===== src/rtl/n_b2_serial_adder_pkg.sv =====
// Shared definitions for the bit-serial base-2 adder: FSM state encoding and
// a helper that sizes the digit counter.
package n_b2_serial_adder_pkg;

  // Controller states; encodings are fixed so they can be observed externally.
  typedef enum logic [1:0] {
    IDLE = 2'b00,
    RUN  = 2'b01,
    DONE = 2'b10
  } state_t;

  // Digit counter width: clog2(n), but never narrower than one bit.
  function automatic int cnt_width(input int n);
    return (n > 1) ? $clog2(n) : 1;
  endfunction

endpackage


===== src/rtl/n_b2_serial_adder_b2_adder.sv =====
// Single base-2 digit cell (full adder). Its interface mirrors b2_subtractor
// so the serial adder and the ripple subtractors share the same cell shape.
module b2_adder (
  input  logic x,
  input  logic y,
  input  logic cin,
  output logic s,
  output logic cout
);

  assign s    = x ^ y ^ cin;
  assign cout = (x & y) | (x & cin) | (y & cin);

endmodule


===== src/rtl/n_b2_serial_adder.sv =====
// Bit-serial N-digit base-2 adder. Operands are captured on the input
// handshake, then one digit is added per clock (LSB first) through a single
// b2_adder cell and a carry flip-flop. The result is held until the consumer
// takes it, so the producer and consumer sides are fully decoupled.
module n_b2_serial_adder
  import n_b2_serial_adder_pkg::*;
#(
  parameter int N = 3
) (
  input  logic         clock,
  input  logic         reset_,
  input  logic [N-1:0] x,
  input  logic [N-1:0] y,
  input  logic         cin,
  input  logic         in_valid,
  output logic         in_ready,
  output logic [N-1:0] s,
  output logic         cout,
  output logic         out_valid,
  input  logic         out_ready
);

  localparam int CW = cnt_width(N);

  state_t          r_state;
  state_t          w_state_next;
  logic [N-1:0]    r_x_sh;
  logic [N-1:0]    r_y_sh;
  logic [N-1:0]    r_s;
  logic            r_carry;
  logic            r_cout;
  logic [CW-1:0]   r_cnt;

  logic            w_d;
  logic            w_c;
  logic            w_last;
  logic [N:0]      w_s_cat;

  // The one digit cell, fed by the low digits of the operand shift registers.
  b2_adder u_b2_adder (
    .x    (r_x_sh[0]),
    .y    (r_y_sh[0]),
    .cin  (r_carry),
    .s    (w_d),
    .cout (w_c)
  );

  assign w_last  = (r_cnt == CW'(N - 1));
  // New digit enters at the MSB; taking [N:1] shifts right and also works for N=1.
  assign w_s_cat = {w_d, r_s};

  assign s    = r_s;
  assign cout = r_cout;

  // State register with synchronous active-low reset.
  always_ff @(posedge clock) begin
    // NOTE: non-blocking assignments in clocked blocks keep every register
    // updating from the same pre-edge values, so ordering of statements never matters.
    if (!reset_) r_state <= IDLE;
    else         r_state <= w_state_next;
  end

  // Next-state and handshake outputs.
  always_comb begin
    // NOTE: every output of this block is given a default first so no path
    // leaves one unassigned, which would otherwise infer a latch.
    w_state_next = r_state;
    in_ready     = 1'b0;
    out_valid    = 1'b0;
    case (r_state)
      IDLE: begin
        in_ready = 1'b1;
        if (in_valid) w_state_next = RUN;
      end
      RUN: begin
        if (w_last) w_state_next = DONE;
      end
      DONE: begin
        out_valid = 1'b1;
        if (out_ready) w_state_next = IDLE;
      end
      default: w_state_next = IDLE;
    endcase
  end

  // Datapath: operand load, digit-serial shifting, carry and result capture.
  always_ff @(posedge clock) begin
    if (!reset_) begin
      r_x_sh  <= '0;
      r_y_sh  <= '0;
      r_s     <= '0;
      r_carry <= 1'b0;
      r_cout  <= 1'b0;
      r_cnt   <= '0;
    end else begin
      case (r_state)
        IDLE: begin
          if (in_valid) begin
            r_x_sh  <= x;
            r_y_sh  <= y;
            r_carry <= cin;
            r_s     <= '0;
            r_cnt   <= '0;
          end
        end
        RUN: begin
          r_s     <= w_s_cat[N:1];
          r_x_sh  <= r_x_sh >> 1;
          r_y_sh  <= r_y_sh >> 1;
          r_carry <= w_c;
          r_cnt   <= r_cnt + 1'b1;
          if (w_last) r_cout <= w_c;
        end
        default: ;  // DONE holds s/cout until handoff; they persist into IDLE.
      endcase
    end
  end

endmodule


===== config.mk =====
export PLATFORM = sky130hd
export DESIGN_NAME = n_b2_serial_adder
export DESIGN_NICKNAME = d
export VERILOG_FILES = /design/src/rtl/n_b2_serial_adder_pkg.sv /design/src/rtl/n_b2_serial_adder_b2_adder.sv /design/src/rtl/n_b2_serial_adder.sv
export SDC_FILE = /design/constraint.sdc
export NUM_CORES = 1
export LEC_CHECK = 0
export ABC_AREA = 1
export BUFFER_PORTS_ARGS = -buffer_cell sky130_fd_sc_hd__buf_2
export CORE_ASPECT_RATIO = 0.5
export CORE_MARGIN = 8
export CORE_UTILIZATION = 25
export CTS_BUF_LIST = sky130_fd_sc_hd__clkbuf_2 sky130_fd_sc_hd__clkbuf_4 sky130_fd_sc_hd__clkbuf_8
export CTS_CLUSTER_SIZE = 10
export DETAILED_ROUTE_END_ITERATION = 8
export MAX_ROUTING_LAYER = met4
export PLACE_DENSITY = 0.44
export SYNTH_ARGS = -nofsm -noshare
export SYNTH_HDL_FRONTEND = slang
export SYNTH_SLANG_ARGS = --single-unit

===== constraint.sdc =====
create_clock -name clock -period 3.5 [get_ports clock]
set_input_delay 0.35 -clock clock [delete_from_list [all_inputs] [get_ports clock]]
set_output_delay 0.35 -clock clock [all_outputs]
set_load 0.05 [all_outputs]

== Word level (Yosys, flattened, before mapping) ==
Cells that the tools add are included.
Operators by class
  add/sub/neg operators: 1
  $mul: 0
  div/mod/pow operators: 0
  order comparisons: 0
  equal/unequal tests: 6
  shifts and indexed selects: 0
  muxes and demuxes: 16
  bitwise operators: 7
  reductions and logical operators: 5
Operator list (number)
  $pmux W3 S2: 3
  $mux W3: 3
  $mux W2: 4
  $ne A2 B2 Y1 const B: 3
  $pmux W2 S3: 1
  $eq A2 B2 Y1 const B: 2
  $pmux W2 S2: 1
  $reduce_and A2 Y1: 2
  $and A1 B1 Y1: 3
  $mux W1: 3
  $reduce_and A3 Y1: 1
  $add A2 B1 Y2 const B: 1
  $eq A2 B1 Y1 const B: 1
  $logic_not A2 Y1: 1
  $or A1 B1 Y1: 2
  $pmux W1 S2: 1
  $reduce_bool A2 Y1: 1
  $xor A1 B1 Y1: 2
Storage, ports and cells
  bits in registers: 15
  bits in latches: 0
  bits in writable memories: 0
  bits in read-only memories: 0
  input port bits: 11
  output and inout bits: 6
  logic and storage cells: 42
  memories: 0

== Longest topological paths before layout ==
  depth in word-level cells: 4
  mapped depth: 7

== Hierarchy ==
Synthesis repeated with hierarchy kept, for this count alone.
Unflattened totals
  cells, all modules: 104
  area total of the unflattened synthesis: 706.9 µm²
By module, submodules not included
  n_b2_serial_adder: times used 1, cells an instance 103, area each 686.9 µm², sequential area each 300.3 µm²
  b2_adder: times used 1, cells an instance 1, area each 20.0 µm², sequential area each 0.0 µm²

== Worst setup path after synthesis ==
OpenSTA, ideal clock, no wires.
  path type: register to register
  start: register r_state[0]
  end: register r_x_sh[2]
  arrival: 1.473 ns
  required time: 3.429 ns
  slack: 1.956 ns
  stages on the path, launching flop included: 5
  path through: dfxtp_1 buf_6 nor2_1 nand3_1 a21oi_1
Between the ends
  longest elaborated chain between the ends: 3
  elaborated cells between the ends (all ways): 6
Ends and longest elaborated chain
  from (decl): line n_b2_serial_adder.sv:25  | state_t r_state;
  from (signal assigned): line n_b2_serial_adder.sv:60  | else r_state <= w_state_next;
  $eq A2 B1 Y1 or $logic_not A2 Y1 (tied branches): line n_b2_serial_adder.sv:96  | case (r_state)
  $reduce_bool A2 Y1 (no line) or $ne A2 B2 Y1 (tied branches)
  $reduce_and A2 Y1 (no line)
  to (signal assigned): line n_b2_serial_adder.sv:108  | r_x_sh <= r_x_sh >> 1;
  to (decl): line n_b2_serial_adder.sv:27  | logic [N-1:0] r_x_sh;
Parallel ways exist; a longest one is shown, timed or not.
A chain may end at the register's enable or synchronous reset.

== Worst setup path in the final report ==
  start: register r_state[0]
  end: output port in_ready
Between the ends
  longest elaborated chain between the ends: 2
Ends and longest elaborated chain
  $logic_not A2 Y1: line n_b2_serial_adder.sv:70  | case (r_state)
  $mux W1: line n_b2_serial_adder.sv:70
  to (decl): line n_b2_serial_adder.sv:16  | output logic in_ready,
Every way passes these cells.

==> impl_metrics.ini <==
[hold_path]
hp-class = in2reg
hold_end = r_y_sh[2]$_SDFFE_PN0P_
worstHoldStart = y[2]
hold_depth = 3

[drt]
route.detailed.drc = 0
drt-pass1-iter-count = 4
ant_nets = 0
drt_wl_total_mm = 1.60
avgViaCountPerCell = 3.99
vias = 622
drt-initial-drc-count = 23
detail_route.wl_per_cell_um = 10.2

[setup_path]
startpoint_type = flip-flop
reg2reg_from = r_state[0]$_SDFFE_PN0P_
reg2regPathDepth = 4
required_ns = 3.15
end_kind = primary output
cp_max_fo = 12
cp.arrival_ns = 1.20
r2r_slack_ns = 2.23
path_class = reg2out
reg2reg_to = s[0]$_SDFFE_PN0P_

[pwr]
leakagePower_uw = 0.000420
ir_drop_uv = 160
p_per_area_mw_per_mm2 = 464

[finish]
design_area_um2 = 852
final_layout_size_suffix_gt1_share_pct = 17.6
fill_cells = 308
antennaDiodeCount = 0
area_growth_pct = 20.7
nets = 133

[logic_synthesis]
yosysSeqAreaShare_pct = 42.6
syn-instance-count = 102
async_reset_ff_share_pct = 0
synth_ff_type = dfxtp_1
synth_top_area_share_pct = 42.6
synth_fp_nets = 115
ys_types = 15
synth_warnings = 0
netlist_area_um2 = 706
synth-edff-count = 0
yosysTopAreaCell = dfxtp_1
syn_area_per_cell_um2 = 6.92
synth.top_cells.by_area = dfxtp_1 43%, nand2_1 18%, inv_1 9.0%
synth_common_cells = 33 x nand2_1, 17 x inv_1, 15 x dfxtp_1
yosysMostFrequentCell = nand2_1
ys_ff_latch = 15

[floorplan]
die_h_um = 53.6
core-area_mm2 = 0.00264
io_pins = 17
die_x_um = 91.1
die-area_mm2 = 0.00488
initial_core_util_pct = 26.8
std_cell_rows = 13

[global_route]
grt_max_degree = 19
grtUsageTotal_pct = 6.96
antenna_found_initial = 0
grt_overflow = 0
grt_pass1_vias = 554
grt_first_pass_wirelength_mm = 2.55

[clock_tree]
path_clk_slew_ns = 0.06
clock_path_buffers = 2
clockRootBuffer = clkbuf_8
cts_sinks = 15
clkLatencyLatePin_ns = 0.25
cts_tree = yes
post-cts-setup-buffer-count = 0
cts_resized = 0
cts_made_buffers = 3
hold_buffers = 0
cts_max_level = 1

[place]
numPortBuffers = 16
gp_congestion = 0.692
hpwl_mm = 1.19
placed_area_um2 = 806

[sta]
finClkSkew_ns = 0.00235
finalMaxSlewViolations = 0
relSlewSlack_pct = 67.3
setup_viol = 0
fin_crit_ns = 1.55
finalCritPeriodShare_pct = 44.4
rsz0062_at_grt = false
max_freq_mhz = 644
hold_viol = 0
setup_tns_ns = 0
worst_slew_pin_slew_ns = 0.488

[status]
status = completed

[job]
maxCapViolations = 0
==> layout by cell type, fill, tap and decap left out, drive strengths merged <==
cell,instances
clkbuf,3
clkinv,1
dfxtp,15
nor3,1
buf,16
or2,1
nand2,33
ha,1
fa,1
inv,17
o21a,1
nor2,13
nand3,3
o21ai,2
a21oi,11
==> routing by layer <==
| metal | wire (µm) | global-route usage (%) |
|---|---|---|
| met1 | 793 | 8.37 |
| met2 | 695 | 9.43 |
| met3 | 83 | 3.60 |
| met4 | 23 | 3.22 |
| met5 | 0 | - |
==> kinds of logic (layout without fill, tap and decap cells) <==
logic type | count (synthesis) | count (layout) | share of synthesized area (%)
and+or+nand+nor | 51 | 51 | 28.2
DFF | 15 | 15 | 42.6
AOI/OAI and AO/OA | 14 | 14 | 11.9
adders and majority gates | 2 | 2 | 4.61
buffers and inverters | 20 | 37 | 12.8
==> worst max-delay path: stages (launching register included) <==
cell and delay (ns):
dfxtp_1 0.59, nor2_1 0.13, buf_2 0.24
==> area by class of cell <==
cell class	instances	area (µm²)	share of cell area, %
Tap cell	37	46.3	5.43
Inverter	17	63.8	7.49
Timing Repair Buffer	16	80.1	9.40
Clock buffer	3	41.3	4.85
Clock inverter	1	5.00	0.587
Multi-Input combinational cell	67	315	37.0
Sequential cell	15	300	35.2
==> state kept, by name, summed over array words and instances, names as in the netlist <==
register and cells:
r_state 2, s 3, r_carry 1, r_cnt 2
r_y_sh 3, r_x_sh 3, cout 1
==> worst max-delay path by stage <==
stage                                   endpoint  slack (ns)                    start  depth (start not counted)
after floorplan           r_x_sh[2]$_SDFFE_PN0P_        1.96  r_state[0]$_SDFFE_PN0P_                          4
after global placement                  in_ready        2.24  r_state[0]$_SDFFE_PN0P_                          2
after detailed placement                in_ready        2.22  r_state[0]$_SDFFE_PN0P_                          2
after CTS                               in_ready        1.94  r_state[0]$_SDFFE_PN0P_                          2
after global routing                    in_ready        1.84  r_state[0]$_SDFFE_PN0P_                          2
final                                   in_ready        1.95  r_state[0]$_SDFFE_PN0P_                          2
==> metrics by stage <==
step | setup slack, ns | utilization (%) | cells | hold WS, ns | power [µW]
finish | 1.95 | 32.3 | 156 | 0.373 | 396
global route | 1.84 | 32.3 | 156 | 0.375 | 420
CTS | 1.94 | 32.3 | 156 | 0.366 | 403
detailed placement | 2.22 | 30.6 | 152 | 0.454 | 259
global placement | 2.24 | 30.6 | 152 | 0.453 | 260
floorplan | 1.96 | - | 102 | 0.440 | 243
==> power by group <==
group	total [µW]	switching, µW	internal (µW)
Clock	141	61.7	78.8
Combinational	66.3	43.5	22.7
Sequential	189	6.85	182
Note: power is estimated with default switching activity, not from simulation.
